==> config.mk <==
export PLATFORM = sky130hd
export DESIGN_NAME = paper_float_dot_seq
export DESIGN_NICKNAME = d
export VERILOG_FILES = /design/src/rtl/paper_float_pkg.sv /design/src/rtl/paper_float_out_buf.sv /design/src/rtl/paper_float_dot_seq.sv
export SDC_FILE = /design/constraint.sdc
export NUM_CORES = 1
export LEC_CHECK = 0
export CAP_MARGIN = 20
export CELL_PAD_IN_SITES_DETAIL_PLACEMENT = 0
export CELL_PAD_IN_SITES_GLOBAL_PLACEMENT = 1
export CORE_MARGIN = 5
export CORE_UTILIZATION = 27
export CTS_CLUSTER_SIZE = 30
export DETAILED_ROUTE_END_ITERATION = 8
export GPL_TIMING_DRIVEN = 0
export PLACE_DENSITY_LB_ADDON = 0.1
export SLEW_MARGIN = 20
export SYNTH_ARGS = -nofsm -noshare
export SYNTH_HDL_FRONTEND = slang
export SYNTH_SLANG_ARGS = --single-unit
==> constraint.sdc <==
create_clock -name clock -period 1.8 [get_ports clock]
set_input_delay 0.45 -clock clock [delete_from_list [all_inputs] [get_ports clock]]
set_output_delay 0.45 -clock clock [all_outputs]
set_load 0.005 [all_outputs]
==> src/rtl/paper_float_pkg.sv <==
// Shared float-word definitions for the paper_float blocks: word width helper,
// the default fp16-shaped word type and the positive-zero constant.
package paper_float_pkg;

    localparam int DEF_EXP  = 5;
    localparam int DEF_FRAC = 10;

    function automatic int word_width(input int exp_w, input int frac_w);
        return 1 + exp_w + frac_w;
    endfunction

    localparam int DEF_W = word_width(DEF_EXP, DEF_FRAC);

    typedef logic [DEF_W-1:0] float_word_t;

    localparam float_word_t FLOAT_ZERO = '0;

endpackage

==> src/rtl/paper_float_out_buf.sv <==
// One-entry result register with a valid/ready handshake; holds the dot-product
// sum, its term count and the count-saturated flag until consumed.
module paper_float_out_buf
    import paper_float_pkg::*;
#(
    parameter int W         = DEF_W,
    parameter int CNT_WIDTH = 8
) (
    input  logic                 clock,
    input  logic                 resetn,
    input  logic                 load,
    input  logic                 ready,
    input  logic [W-1:0]         load_data,
    input  logic [CNT_WIDTH-1:0] load_count,
    input  logic                 load_sat,
    output logic                 valid,
    output logic [W-1:0]         data,
    output logic [CNT_WIDTH-1:0] count,
    output logic                 sat
);

    // NOTE: registers use non-blocking assignments so every flop samples the
    // pre-edge value of its inputs, independent of statement order.
    always_ff @(posedge clock) begin
        if (!resetn) begin
            valid <= 1'b0;
            data  <= '0;
            count <= '0;
            sat   <= 1'b0;
        end else if (load) begin
            // A reload in the same cycle as a drain keeps the buffer full.
            valid <= 1'b1;
            data  <= load_data;
            count <= load_count;
            sat   <= load_sat;
        end else if (valid && ready) begin
            valid <= 1'b0;
        end
    end

endmodule

==> src/rtl/paper_float_dot_seq.sv <==
// Sequential dot-product controller wrapped around a combinational float MAC PE:
// feeds the PE result back as the next addend and buffers each vector's sum.
module paper_float_dot_seq
    import paper_float_pkg::*;
#(
    parameter int EXP       = 5,
    parameter int FRAC      = 10,
    parameter int CNT_WIDTH = 8,
    localparam int W        = word_width(EXP, FRAC)
) (
    input  logic                 clock,
    input  logic                 resetn,
    input  logic                 clear,
    input  logic                 inValid,
    output logic                 inReady,
    input  logic [W-1:0]         inA,
    input  logic [W-1:0]         inB,
    input  logic                 inLast,
    output logic [W-1:0]         peA,
    output logic [W-1:0]         peB,
    output logic [W-1:0]         peC,
    input  logic [W-1:0]         peZ,
    output logic                 outValid,
    input  logic                 outReady,
    output logic [W-1:0]         outData,
    output logic [CNT_WIDTH-1:0] outCount,
    output logic                 outSat
);

    typedef enum logic {EMPTY, ACCUM} state_t;

    localparam logic [W-1:0] ZERO_WORD = W'(FLOAT_ZERO);

    state_t               state;
    logic [W-1:0]         acc;
    logic [CNT_WIDTH-1:0] cnt;
    logic                 sat;

    logic                 accept;
    logic                 cnt_full;
    logic [CNT_WIDTH-1:0] cnt_next;
    logic                 sat_next;

    assign peA = inA;
    assign peB = inB;
    assign peC = (state == ACCUM) ? acc : ZERO_WORD;

    // Backpressure is applied to every beat so a full, undrained buffer can
    // never be overwritten by a last beat arriving mid-stream.
    assign inReady = resetn & ~clear & (~outValid | outReady);
    assign accept  = inValid & inReady;

    assign cnt_full = &cnt;
    assign cnt_next = cnt_full ? cnt : cnt + 1'b1;
    assign sat_next = sat | cnt_full;

    always_ff @(posedge clock) begin
        if (!resetn || clear) begin
            state <= EMPTY;
            acc   <= ZERO_WORD;
            cnt   <= '0;
            sat   <= 1'b0;
        end else if (accept) begin
            if (inLast) begin
                state <= EMPTY;
                acc   <= ZERO_WORD;
                cnt   <= '0;
                sat   <= 1'b0;
            end else begin
                state <= ACCUM;
                acc   <= peZ;
                cnt   <= cnt_next;
                sat   <= sat_next;
            end
        end
    end

    paper_float_out_buf #(
        .W         (W),
        .CNT_WIDTH (CNT_WIDTH)
    ) u_out_buf (
        .clock      (clock),
        .resetn     (resetn),
        .load       (accept & inLast),
        .ready      (outReady),
        .load_data  (peZ),
        .load_count (cnt_next),
        .load_sat   (sat_next),
        .valid      (outValid),
        .data       (outData),
        .count      (outCount),
        .sat        (outSat)
    );

endmodule
==> results of run 1 <==
==> area by class of cell <==
cell class,count,area (um^2)
multi-input combinational,199,1100
clock buffer,6,82.6
clock inverter,1,8.76
timing repair buffer,104,990
sequential,52,1040
tap,108,135
inverter,3,11.3
fill,929,5030
buffer,49,362
==> metal layers <==
layer  vias up  global-route usage [%]  wire length, um
met1      1085                    17.4             3480
met4         0                    2.47               55
met5         -                       0                0
met2        83                    21.0             3440
li1       1219                       -                -
met3         5                    4.01              560
==> registers in the layout, summed over array words and instances, names as in the netlist <==
signal and flops:
u_out_buf.valid 1, u_out_buf.count 8, cnt 8, u_out_buf.sat 1, sat 1, acc 16
u_out_buf.data 16, state 1
==> path summary, 6_finish.rpt <==
check                           slack (ns)  endpoint   start  cells past startpoint
worst max-delay path                  0.04   inReady   clear                      6
worst min-delay path                  0.45    acc[9]  acc[9]                      2
worst max register to register        0.15    cnt[1]  cnt[0]                      5
worst min register to register        0.45    acc[9]  acc[9]                      2
==> cell usage after synthesis, types with 4 or more instances <==
| cell type | number | area share, % |
|---|---|---|
| nand2_1 | 56 | 8.6 |
| dfxtp_1 | 52 | 43 |
| a21oi_1 | 47 | 9.7 |
| buf_4 | 32 | 9.9 |
| nand3_1 | 22 | 4.5 |
| and2_1 | 18 | 4.6 |
| clkbuf_1 | 10 | 1.5 |
| nor2_1 | 9 | 1.4 |
| o21ai_0 | 8 | 1.6 |
| nor3_1 | 5 | 1.0 |
| o211ai_1 | 4 | 1.2 |
==> cell families (layout without fill, tap and decap cells) <==
logic type / after synthesis / count (layout) / share of synthesized area [%]
AO/OA/AOI/OAI: 67 / 67 / 15.2
adder cells (fa/ha/maj): 1 / 1 / 0.514
buffers and inverters: 52 / 163 / 14.0
flip-flops: 52 / 52 / 42.8
multiplexers: 2 / 2 / 0.822
AND/OR/NAND/NOR: 129 / 129 / 26.7
==> per-stage QoR <==
step	utilization (%)	hold WS, ns	setup WS, ns	std cells
after detailed placement	40.2	0.439	-1.02	506
after global placement	40.2	0.433	-1.01	506
after CTS	42.0	0.452	-0.00396	518
final	42.6	0.449	0.0437	522
after floorplan	-	0.427	0.277	303
after global routing	42.6	0.470	-0.00990	522
==> power by group <==
part           total (mW)  switching [mW]  internal, mW  leakage, nW
Combinational       0.335           0.134         0.201        0.966
Sequential           1.17         0.00890          1.16        0.421
Clock               0.694           0.387         0.308       0.0473
Total                2.20           0.529          1.67         1.43
==> critical path, cell delays in order <==
cell and delay, ns:
dlygate4sd2_1 0.25, nand2b_4 0.14, buf_6 0.12, buf_8 0.13, nor2_2 0.09, buf_2 0.12
==> what timing repair did <==
action,CTS,global route
cloned,0,0
endpoints found under the setup margin,69,47
hold buffers,0,0
hold endpoints to repair,0,0
resized for setup,40,16
pin swaps,1,0
setup buffers,5,4
==> results_dict.tcl, run 1 <==
set metrics [dict create \
    min_path_type "flop to flop" \
    synth.distinct_cells 39 \
    max_freq_ghz 0.569 \
    critPathKind "input port to primary output" \
    finalSetupViolCount 0 \
    place_congestion 0.785 \
    vdd_ir_drop_max_v 0.000293 \
    hpwl_mm 5.73 \
    leakagePower_nw 1.43 \
    syn_nets 358 \
    yosysWarnings 0 \
    clkSlewWorstSetupHoldPaths_ns 0.09 \
    die_area_um2 11000 \
    grt_pass1_wl_mm 12.1 \
    rows 34 \
    drive_above_1_share_pct 19.1 \
    route.detailed.drc 0 \
    cp.arrival_ns 1.31 \
    hold_viol_final 0 \
    cts_max_level 2 \
    fin_area_um2 3730 \
    synth_seq_area_share_pct 42.8 \
    synth_seq_cells 52 \
    finalPower_mw 2.20 \
    clock_latency_ns 0.30 \
    cts_root_buf "clkbuf_8" \
    cts_tree "built" \
    tns_ns 0 \
    cts_made_buffers 5 \
    grt_usage_pct 13.1 \
    period_needed_ns 1.76 \
    maxCapViolations 0 \
    initial_core_util_pct 27.8 \
    synthCells 303 \
    synth_area_um2 2430 \
    tightest_slew_ns 0.622 \
    crit_path_start_kind "input port" \
    grt_max_degree 16 \
    viasPerCell 4.58 \
    slew_violations 0 \
    final_cell_mix "clkdlybuf4s50_1, nand2_1, dfxtp_1, a21oi_1, buf_4" \
    status "completed" \
    final_common_cell "clkdlybuf4s50_1" \
    avgRoutedWirePerCell_um 14.4 \
    clock_path_buffers 2 \
    vias 2392 \
    first_iter_violations 62 \
    synth_edf_count 0 \
    ys.flop_type "dfxtp_1" \
    drt_first_pass_iters 4 \
    cp-end-kind "primary output" \
    antenna_cells 0 \
    routed_wl_mm 7.53 \
    postSynthAreaPerCell_um2 8.04 \
    postPlaceCellArea_um2 3520 \
    core_area_um2 8760 \
    cts.sinks 52 \
    ios 129 \
    max-slew-margin-rel_pct 58.5 \
    antenna_found_initial 0 \
    crit_path_max_fanout 10 \
    ys_async_sr_fraction_pct 0 \
    die_width_um 105 \
    numPortBuffers 95 \
    area_delta_synth_final_pct 53.2 \
    critPathRequiredTime_ns 1.35 \
    fin_crit_sh_pct 97.6 \
    power_density_nw_per_um2 590 \
    finalClockSkew_ns 0.00369 \
    grt_pass1_vias 2363 \
    die_h_um 105 \
    drtAntennaViolNets 0 \
    layout.nets 469 \
    grt_overflow 0 \
]
Note: power is estimated with default switching activity, not from simulation.
==> inputs of run 2 (changes only) <==
--- a/config.mk
+++ b/config.mk
@@ -5,7 +5,7 @@
 export SDC_FILE = /design/constraint.sdc
 export NUM_CORES = 1
 export LEC_CHECK = 0
-export CAP_MARGIN = 20
+export CAP_MARGIN = 30
 export CELL_PAD_IN_SITES_DETAIL_PLACEMENT = 0
 export CELL_PAD_IN_SITES_GLOBAL_PLACEMENT = 1
 export CORE_MARGIN = 5
==> results of run 2 <==
The final DEF is identical to that of run 1; final timing and power are the same.
